==> config.mk <==
export PLATFORM = sky130hd
export DESIGN_NAME = hazard_fwd_unit
export DESIGN_NICKNAME = d
export VERILOG_FILES = /design/src/rtl/hazard_fwd_unit.sv
export SDC_FILE = /design/constraint.sdc
export NUM_CORES = 1
export LEC_CHECK = 0
export BUFFER_PORTS_ARGS = -buffer_cell sky130_fd_sc_hd__buf_2
export CAP_MARGIN = 20
export CORE_ASPECT_RATIO = 1.4
export CORE_UTILIZATION = 35
export DETAILED_ROUTE_END_ITERATION = 12
export SYNTH_ARGS = -nofsm -noshare
export SYNTH_HDL_FRONTEND = slang
export SYNTH_SLANG_ARGS = --single-unit
==> constraint.sdc <==
create_clock -name clk -period 2.41 [get_ports clk]
set_input_delay 0.1205 -clock clk [delete_from_list [all_inputs] [get_ports clk]]
set_output_delay 0.1205 -clock clk [all_outputs]
set_load 0.01 [all_outputs]
==> src/rtl/hazard_fwd_unit.sv <==
// hazard_fwd_unit: operand forwarding select, load-use / mult-div hazard
// detection, mult/div busy tracking and a saturating stall counter.
//
// Ports:
//   clk, rst        rising-edge clock, synchronous active-high reset
//   ex_src, id_src  packed source specifiers, operand k at [k*REG_W +: REG_W]
//   fwd_we, fwd_rd  per forwarding stage write enable / destination (0 = MEM)
//   ex_memread      EX instruction is a load; ex_rd is its destination
//   md_start        mult/div issued from EX this cycle
//   id_uses_md      ID instruction needs HI/LO or the mult/div unit
//   fwd_sel         per-operand mux select (0 = regfile, i+1 = stage i), comb
//   stall, flush_ex hazard outputs, comb
//   md_busy         mult/div unit busy (decoded from the busy counter)
//   md_err          registered one-cycle pulse: md_start while busy
//   stall_cnt       saturating count of stalled cycles
module hazard_fwd_unit #(
   parameter int unsigned NUM_SRC = 2,
   parameter int unsigned NUM_FWD = 2,
   parameter int unsigned REG_W   = 5,
   parameter int unsigned MD_LAT  = 4,
   parameter int unsigned CNT_W   = 16,
   localparam int unsigned SEL_W  = $clog2(NUM_FWD + 1)
) (
   input  logic                       clk,
   input  logic                       rst,
   input  logic [NUM_SRC*REG_W-1:0]   ex_src,
   input  logic [NUM_SRC*REG_W-1:0]   id_src,
   input  logic [NUM_FWD-1:0]         fwd_we,
   input  logic [NUM_FWD*REG_W-1:0]   fwd_rd,
   input  logic                       ex_memread,
   input  logic [REG_W-1:0]           ex_rd,
   input  logic                       md_start,
   input  logic                       id_uses_md,
   output logic [NUM_SRC*SEL_W-1:0]   fwd_sel,
   output logic                       stall,
   output logic                       flush_ex,
   output logic                       md_busy,
   output logic                       md_err,
   output logic [CNT_W-1:0]           stall_cnt
);

   localparam int unsigned MD_CNT_W = 8;

   logic [MD_CNT_W-1:0] md_cnt_q, md_cnt_d;
   logic                md_err_q, md_err_d;
   logic [CNT_W-1:0]    stall_cnt_q, stall_cnt_d;
   logic                load_use;
   logic                md_hz;

   // Forward select: scan oldest to youngest so the youngest match wins.
   always_comb begin
      fwd_sel = '0;
      for (int k = 0; k < int'(NUM_SRC); k++) begin
         for (int i = int'(NUM_FWD) - 1; i >= 0; i--) begin
            if (fwd_we[i] &&
                (fwd_rd[i*REG_W +: REG_W] == ex_src[k*REG_W +: REG_W]) &&
                (fwd_rd[i*REG_W +: REG_W] != '0)) begin
               fwd_sel[k*SEL_W +: SEL_W] = SEL_W'(i + 1);
            end
         end
      end
   end

   // Load-use hazard against any ID source operand.
   always_comb begin
      load_use = 1'b0;
      for (int k = 0; k < int'(NUM_SRC); k++) begin
         if (ex_memread && (ex_rd != '0) && (id_src[k*REG_W +: REG_W] == ex_rd)) begin
            load_use = 1'b1;
         end
      end
   end

   assign md_busy  = (md_cnt_q != '0);
   assign md_hz    = id_uses_md && md_busy;
   assign stall    = load_use || md_hz;
   assign flush_ex = stall;

   // Next state: a start while busy is flagged but never restarts the count.
   always_comb begin
      md_cnt_d    = md_cnt_q;
      md_err_d    = 1'b0;
      stall_cnt_d = stall_cnt_q;
      if (md_start && !md_busy) begin
         md_cnt_d = MD_CNT_W'(MD_LAT);
      end else if (md_busy) begin
         md_cnt_d = md_cnt_q - MD_CNT_W'(1);
      end
      md_err_d = md_start && md_busy;
      if (stall && (stall_cnt_q != '1)) begin
         stall_cnt_d = stall_cnt_q + CNT_W'(1);
      end
   end

   always_ff @(posedge clk) begin
      if (rst) begin
         md_cnt_q    <= '0;
         md_err_q    <= 1'b0;
         stall_cnt_q <= '0;
      end else begin
         md_cnt_q    <= md_cnt_d;
         md_err_q    <= md_err_d;
         stall_cnt_q <= stall_cnt_d;
      end
   end

   assign md_err    = md_err_q;
   assign stall_cnt = stall_cnt_q;

endmodule
==> impl_metrics.tcl, run 1 <==
set metrics [dict create \
    antenna_found_initial 0 \
    start_kind "flop" \
    synth-edff-count 0 \
    syn_area_per_cell_um2 8.41 \
    cts_max_level 1 \
    drt_first_pass_iters 4 \
    synthCells 193 \
    hp-class "input pin to flop" \
    reg2reg_slack_ps 260 \
    worstPathRequired_ps 2290 \
    synth_cell_types 35 \
    vias 1579 \
    clock_sinks 25 \
    clock_latency_ps 270 \
    grt_usage 0.154 \
    tns_ps 0 \
    drc_errors 0 \
    path_clk_slew_ps 90 \
    p_leak_nw 0.858 \
    synth.most_common_cell "dfxtp_1" \
    yosysSeqAreaShare 0.308 \
    die_width_um 59.6 \
    synth.ff_latch_count 25 \
    dp_hpwl_um 2940 \
    setup_ws_ps 193 \
    r2r_end "stall_cnt[1]$_SDFFE_PP0P_" \
    dieHeight_um 82.6 \
    p_total_mw 1.46 \
    netlist.area_leader.share 0.308 \
    netlist_area_um2 1620 \
    endpoint "stall" \
    final_layout_size_suffix_gt1_frac 0.298 \
    globalplace.congestion 0.835 \
    min_delay_path_depth 3 \
    path_delay_family "simple AND/OR/NAND/NOR gates" \
    peakVddDrop_v 0.000395 \
    holdWs_ps 118 \
    yosysTopAreaCell "dfxtp_1" \
    reg2reg_depth 8 \
    place_ws_ps 269 \
    syn_to_final_growth_pct 26.4 \
    power.density_nw_per_um2 710 \
    worst-path-stages 6 \
    slowest_delay_ps 570 \
    grt_pass1_wl_um 5960 \
    synth_nets 238 \
    cts_hold_buf 0 \
    fmax_mhz 451 \
    cap_violations 0 \
    cts_tree "yes" \
    finalHoldViolCount 0 \
    synth_ff_type "dfxtp_1" \
    arrival_ps 2100 \
    numPortBuffers 65 \
    crit_type "flop to output port" \
    grt_max_degree 27 \
    worst-path-buf-inv 3 \
    crit_start "md_cnt_q[3]$_SDFFE_PP0N_" \
    clock_skew_ps 5.23 \
    drtIter0Drc 61 \
    die_area_um2 4920 \
    yosysWarningCount 0 \
    crit_fanout 7 \
    numCtsBuffers 3 \
    regToRegStartpoint "md_cnt_q[3]$_SDFFE_PP0N_" \
    worst_pin_slew_ps 461 \
    post_cts_resized 0 \
    async_flop_share 0 \
    drt-total-wl_um 3660 \
    max_slew_margin 0.693 \
    grt-ovfl-total 0 \
    initial_core_util 0.374 \
    worst_path_max_delay_cell "or4_4" \
    period_share 0.920 \
    path_cells "or4_4 > nor4b_4 > inv_4 > a22oi_2 > inv_1 > buf_2" \
    fin_nets 304 \
    num_rows 28 \
    grt_pass1_vias 1409 \
    setup_violations 0 \
    wire_per_inst_um 11.5 \
    drv_slew 0 \
    synthTopCellsByArea "dfxtp_1 31%, xnor2_1 11%, xor2_1 8.6%" \
    root_buffer "clkbuf_8" \
    num_io_pins 66 \
    clockBufferDepth 2 \
    finalCriticalPeriod_ps 2220 \
    synthTopCellsByCount "25 x dfxtp_1, 20 x xnor2_1, 16 x a21oi_1, 16 x xor2_1, 14 x or3_1" \
    via_per_inst 4.97 \
    cts_setup_buffers 0 \
    core_um2 4340 \
    run_status "completed" \
    rsz0062_at_grt "false" \
    fin_util 0.472 \
    end_kind "output port" \
    n_antenna_cell 0 \
    postRouteAntennaNets 0 \
]
## stage by stage
stage | cells | instance area, um2
floorplan | 193 | 1620
global placement | 314 | 2000
detailed placement | 314 | 2000
CTS | 318 | 2050
global route | 318 | 2050
finish | 318 | 2050
## flip-flops by register name, summed over array words and instances, names as in the netlist
name and cells:
md_cnt_q 8, md_err 1, stall_cnt 16
## worst min path at each step
| stage | startpoint | to | slack, ps |
|---|---|---|---|
| finish | md_start | md_err$_SDFF_PP0_ | 120 |
| global route | md_start | md_err$_SDFF_PP0_ | 120 |
| CTS | md_start | md_err$_SDFF_PP0_ | 100 |
| detailed placement | md_start | md_err$_SDFF_PP0_ | 410 |
| global placement | md_start | md_err$_SDFF_PP0_ | 410 |
| floorplan | md_start | md_err$_SDFF_PP0_ | 260 |
## layout make-up
| type | instances | area, um2 |
|---|---|---|
| clock buffers | 3 | 41.3 |
| clock inverters | 1 | 5.00 |
| fillers | 459 | 2290 |
| inverters | 9 | 36.3 |
| multi-input cells | 153 | 1040 |
| flip-flops and latches | 25 | 500 |
| well taps | 60 | 75.1 |
| repair buffers | 67 | 353 |
## worst reg2reg max path, stage by stage (launching register included)
cell and delay [ps]:
dfxtp_1 340, or4_4 570, nor4b_4 340, inv_4 90, o311a_4 150, a21oi_4 130, buf_12 170, mux2i_1 190
nor2_1 50
## per-layer routing
layer	track usage	routed length, um
met1	0.181	1540
met2	0.276	1980
met3	0.0218	98
met4	0.0605	50
met5	0	0
## cell families after synthesis
kind of cell / count (synthesis) / share of synthesized area
flops: 25 / 0.308
compound gates: 40 / 0.152
fa+ha+maj: 3 / 0.0231
buf+inv: 15 / 0.0532
simple gates: 73 / 0.263
mux: 1 / 0.00617
xor+xnor: 36 / 0.194
## layout by cell type, fill, tap and decap left out, drive strengths merged, types with 5 or more instances in the layout
master,netlist,final
nand2,8,8
and3,5,5
buf,3,67
xnor2,20,20
a21oi,17,17
or3,14,14
nor3,9,9
xor2,16,16
nor2,8,8
dfxtp,25,25
o21ai,14,14
or4,9,9
nor4,5,5
nand3,11,11
inv,9,9
## power breakdown
group | internal, mW | total [mW] | switching, mW
clock | 0.116 | 0.248 | 0.132
combinational | 0.321 | 0.660 | 0.339
sequential | 0.479 | 0.550 | 0.0712
(Power assumes the default switching activity.)
==> inputs of run 2 (changes only) <==
--- a/config.mk
+++ b/config.mk
@@ -8,8 +8,10 @@
 export BUFFER_PORTS_ARGS = -buffer_cell sky130_fd_sc_hd__buf_2
 export CAP_MARGIN = 20
 export CORE_ASPECT_RATIO = 1.4
-export CORE_UTILIZATION = 35
+export CORE_UTILIZATION = 43
 export DETAILED_ROUTE_END_ITERATION = 12
+export MAX_ROUTING_LAYER = met4
+export PLACE_DENSITY = 0.75
 export SYNTH_ARGS = -nofsm -noshare
 export SYNTH_HDL_FRONTEND = slang
 export SYNTH_SLANG_ARGS = --single-unit
==> run 2 against run 1 <==
Fmax decreased by 0.32%. Critical endpoint unchanged. Clock-buffer cell count increased by 1. Clock power about the same. Register-to-register slack about the same. First-iteration DRC count decreased by 67%. Highest routed layer unchanged. Largest power group unchanged. Global-route usage increased by 4.9 points. Via count increased by 4.1%. Wire length increased by 1.5%.
==> impl_metrics.tcl, run 2 (synthesized netlist as in run 1, its figures left out) <==
set metrics [dict create \
    run_status "completed" \
    finalHoldViolCount 0 \
    tns_ps 0 \
    p_leak_nw 0.855 \
    post_dp_cell_area_um2 1980 \
    p_comb_frac 0.455 \
    final_cell_area_um2 2030 \
    drt-total-wl_um 3720 \
    crit_type "flop to output port" \
    rsz0062_at_grt "false" \
    numCtsBuffers 3 \
    antenna_found_initial 0 \
    drv_slew 0 \
    seqPwrFrac 0.376 \
    worst_pin_slew_ps 472 \
    grt_pass1_vias 1450 \
    die_width_um 53.9 \
    globalplace.congestion 0.780 \
    p_int_mw 0.918 \
    worstPathRequired_ps 2290 \
    grt-ovfl-total 0 \
    wire_per_inst_um 12.4 \
    path_clk_slew_ps 80 \
    grt_usage 0.203 \
    numPortBuffers 65 \
    pwr-share-clk 0.169 \
    setup_violations 0 \
    num_rows 26 \
    postRouteAntennaNets 0 \
    fmax_mhz 450 \
    clock_skew_ps 1.63 \
    mostFrequentLayoutCell "buf_2" \
    setup_ws_ps 186 \
    final_cell_mix "65 x buf_2, 25 x dfxtp_1, 20 x xnor2_1" \
    fin_util 0.557 \
    crit_fanout 7 \
    cts_hold_buf 0 \
    power.density_nw_per_um2 722 \
    clock_sinks 25 \
    grt_max_degree 27 \
    initial_core_util 0.445 \
    die_area_um2 4030 \
    largest_reg_flops 16 \
    power.switching_mw 0.547 \
    arrival_ps 2100 \
    fin_nets 304 \
    clock_latency_ps 270 \
    syn_to_final_growth_pct 25.0 \
    drc_errors 0 \
    core_um2 3640 \
    finalCriticalPeriod_ps 2220 \
    start_kind "flop" \
    final_layout_size_suffix_gt1_frac 0.295 \
    num_io_pins 66 \
    n_antenna_cell 0 \
    fillers 370 \
    place_ws_ps 276 \
    max_slew_margin 0.685 \
    vias 1644 \
    p_total_mw 1.46 \
    grt_pass1_wl_um 5810 \
    period_share 0.923 \
    p_sw_frac 0.373 \
    hp-class "input pin to flop" \
    dp_hpwl_um 2990 \
    root_buffer "clkbuf_8" \
    drt_first_pass_iters 4 \
    end_kind "output port" \
    drtIter0Drc 20 \
    cts_max_level 1 \
    cap_violations 0 \
    cts_tree "yes" \
    clockBufferDepth 2 \
    dieHeight_um 74.7 \
    peakVddDrop_v 0.000448 \
    via_per_inst 5.48 \
]
run 2: cell types whose count changed in the layout (fill, tap and decap cells not counted), sizes merged:
cell | previous run | this run
clkbuf | 3 | 4
clkinv | 1 | 0
run 2: path summary, 6_finish.rpt:
path,startpoint,cells after the start,slack (ps),endpoint
worst max-delay path,md_cnt_q[3]$_SDFFE_PP0N_,6,190,stall
worst min-delay path,md_start,3,130,md_err$_SDFF_PP0_
worst max register to register,md_cnt_q[3]$_SDFFE_PP0N_,8,260,stall_cnt[1]$_SDFFE_PP0P_
worst min register to register,stall_cnt[14]$_SDFFE_PP0P_,2,500,stall_cnt[14]$_SDFFE_PP0P_
run 2: critical path, stage by stage (launching register included):
cell	delay (ps)
dfxtp_1	340
or4_4	570
nor4b_4	340
inv_4	90
a22oi_2	270
inv_1	80
buf_2	140
run 2: final cells by class:
type	instances	area, um2	area share
flip-flops and latches	25	500	0.247
multi-input cells	153	1040	0.513
clock buffers	4	45.0	0.0222
inverters	9	36.3	0.0179
well taps	42	52.6	0.0259
repair buffers	67	353	0.174
run 2: through the flow:
step,std cells,hold slack [ps]
CTS,300,120
floorplan,193,264
detailed placement,296,412
global route,300,123
finish,300,130
global placement,296,412
run 2: power by group through the flow:
stage | Sequential, mW | Combinational (mW) | Clock, mW
finish | 0.550 | 0.667 | 0.247
global route | 0.560 | 0.741 | 0.277
CTS | 0.551 | 0.667 | 0.255
detailed placement | 0.561 | 0.663 | 0
global placement | 0.559 | 0.654 | 0
floorplan | 0.552 | 0.499 | 0
run 2: repair_timing:
action | CTS | global route
endpoints found under the setup margin | 0 | 2
setup buffers | 0 | 0
gates resized for setup | 0 | 1
run 2: routing by layer:
metal | share of wire | vias to the layer above | routed length (um) | GRT usage
met3 | 0.027 | 4 | 101 | 0.0263
met5 | 0 | - | 0 | -
met1 | 0.40 | 758 | 1490 | 0.195
li1 | - | 840 | - | -
met2 | 0.56 | 42 | 2060 | 0.383
met4 | 0.016 | 0 | 58 | 0.0936
==> inputs of run 3 (changes only) <==
==> config.mk (replaced) <==
export PLATFORM = sky130hd
export DESIGN_NAME = hazard_fwd_unit
export DESIGN_NICKNAME = d
export VERILOG_FILES = /design/src/rtl/hazard_fwd_unit.sv
export SDC_FILE = /design/constraint.sdc
export NUM_CORES = 1
export LEC_CHECK = 0
export BUFFER_PORTS_ARGS = -buffer_cell sky130_fd_sc_hd__buf_4
export CAP_MARGIN = 20
export CORE_ASPECT_RATIO = 1.4
export CORE_UTILIZATION = 48
export DETAILED_ROUTE_END_ITERATION = 12
export GPL_TIMING_DRIVEN = 0
export MAX_ROUTING_LAYER = met4
export PLACE_DENSITY = 0.8
export SYNTH_ARGS = -nofsm -noshare
export SYNTH_HDL_FRONTEND = slang
export SYNTH_SLANG_ARGS = --single-unit
==> constraint.sdc (replaced) <==
create_clock -name clk -period 2.1 [get_ports clk]
set_input_delay 0.105 -clock clk [delete_from_list [all_inputs] [get_ports clk]]
set_output_delay 0.105 -clock clk [all_outputs]
set_load 0.01 [all_outputs]
==> run 3 against run 2 <==
The run now ends with setup timing left. Core utilization increased by 18 points. Die area is 10% lower. Combinational power grew 56%. Sequential power is 16% higher. Worst setup slack got worse by 240 ps. Via count grew 9.2%. First-iteration DRC count increased by 100%. Clock-buffer cell count decreased by 1. Clock power up 15%. Critical path type is now flop to flop.
==> impl_metrics.tcl, run 3 (synthesized netlist as in run 1, its figures left out) <==
set metrics [dict create \
    run_status "finished, violations left" \
    violations "setup timing" \
    final_layout_size_suffix_gt1_frac 0.348 \
    cts_tree "yes" \
    seqPwrFrac 0.324 \
    clock_latency_ps 270 \
    multi_input_comb_area_um2 1060 \
    end_kind "flop" \
    start_kind "flop" \
    crit_fanout 5 \
    drc_errors 0 \
    dieHeight_um 70.8 \
    setup_ws_ps -52.3 \
    drt_first_pass_iters 4 \
    final_cell_mix "72 x buf_4, 23 x dfxtp_1, 20 x xnor2_1" \
    drt-total-wl_um 4390 \
    finalNonFillerCells 312 \
    cts_max_level 1 \
    num_io_pins 66 \
    largest_reg_flops 16 \
    finalHoldViolCount 0 \
    fillers 248 \
    worst_pin_slew_ps 518 \
    wire_per_inst_um 14.1 \
    worstPathRequired_ps 2250 \
    p_leak_nw 0.971 \
    p_comb_frac 0.531 \
    p_sw_frac 0.359 \
    initial_core_util 0.510 \
    crit_type "flop to flop" \
    p_int_mw 1.26 \
    placed_cells 296 \
    arrival_ps 2300 \
    worst_path_max_delay_cell "or4_4" \
    cap_violations 0 \
    die_width_um 51.1 \
    cts_hold_buf 0 \
    antenna_found_initial 0 \
    grt_max_degree 15 \
    grt_pass1_vias 1692 \
    dp_hpwl_um 3180 \
    p_total_mw 1.96 \
    postRouteAntennaNets 0 \
    path_cells "or4_4 > nor4b_4 > inv_4 > o311a_4 > a21oi_4 > buf_6 > buf_12 > mux2i_1 > nor2_1" \
    pwr-share-clk 0.145 \
    max_slew_margin 0.654 \
    holdWs_ps 114 \
    num_rows 24 \
    via_per_inst 5.75 \
    hp-class "input pin to flop" \
    fmax_mhz 465 \
    setup_violations 11 \
    drtIter0Drc 40 \
    root_buffer "clkbuf_8" \
    die_area_um2 3620 \
    globalplace.congestion 0.798 \
    slowest_delay_ps 550 \
    power.switching_mw 0.705 \
    fin_util 0.736 \
    finalCriticalPeriod_ps 2150 \
    numCtsBuffers 3 \
    rsz0062_at_grt "true" \
    peakVddDrop_v 0.000744 \
    clock_sinks 25 \
    core_um2 3180 \
    n_antenna_cell 0 \
    drv_slew 0 \
    fin_nets 319 \
    clockBufferDepth 2 \
    numPortBuffers 64 \
    grt_usage 0.248 \
    vias 1795 \
    clock_skew_ps 2.32 \
    syn_to_final_growth_pct 44.4 \
    period_share 1.02 \
    power.density_nw_per_um2 838 \
    grt_pass1_wl_um 6890 \
    grt-ovfl-total 0 \
    mostFrequentLayoutCell "buf_4" \
    seqCellArea_um2 503 \
    path_clk_slew_ps 90 \
]
[run 3: final timing paths]
check                             from                        end  slack (ps)  cells after the start
max reg2reg   md_cnt_q[5]$_SDFFE_PP0N_  stall_cnt[1]$_SDFFE_PP0P_         -50                      9
min reg2reg  stall_cnt[4]$_SDFFE_PP0P_  stall_cnt[4]$_SDFFE_PP0P_         510                      2
max           md_cnt_q[5]$_SDFFE_PP0N_  stall_cnt[1]$_SDFFE_PP0P_         -50                      9
min                           md_start          md_err$_SDFF_PP0_         110                      3
[run 3: worst max-delay path: cells and delay by family, from the launching register on]
kind | cells | cell delay (ps)
compound gates | 2 | 270
mux | 1 | 170
flops | 1 | 330
buf+inv | 3 | 340
simple gates | 3 | 930
[run 3: power groups by stage]
stage                     sequential, mW  clock (mW)  combinational, mW
after floorplan                    0.634           0              0.569
after global placement             0.641           0              0.804
after detailed placement           0.643           0              0.824
after CTS                          0.633       0.293              0.955
after global routing               0.646       0.315               1.13
final                              0.637       0.285               1.04
[run 3: cell type report]
cell class,instances,area share
clock inverters,1,0.00214
plain buffers,6,0.0230
well taps,39,0.0208
inverters,9,0.0155
flip-flops and latches,25,0.215
multi-input cells,153,0.451
clock buffers,3,0.0176
repair buffers,76,0.256
[run 3: timing repair]
item / 4_1_cts / 5_1_grt
cloned: 0 / 1
pin swaps: 3 / 6
endpoints found under the hold margin: 0 / 0
buffers inserted: 8 / 3
gates resized for setup: 6 / 5
setup endpoints to repair: 18 / 16
[run 3: layer usage]
layer  global-route usage  vias to the layer above  wire (um)
met5                    -                        -          0
met4                0.102                        0         65
met3               0.0366                        8        199
met2                0.449                       62       2460
met1                0.260                      866       1660
li1                     -                      859          -
[run 3: per-stage QoR]
step | worst slack [ps] | setup TNS [ps] | instance area, um2
2_1_floorplan | -207 | -1270 | 1620
3_3_place_gp | -448 | -5020 | 2150
3_5_place_dp | -452 | -5250 | 2150
4_1_cts | -112 | -711 | 2280
5_1_grt | -136 | -1120 | 2340
6_report | -52.3 | -322 | 2340
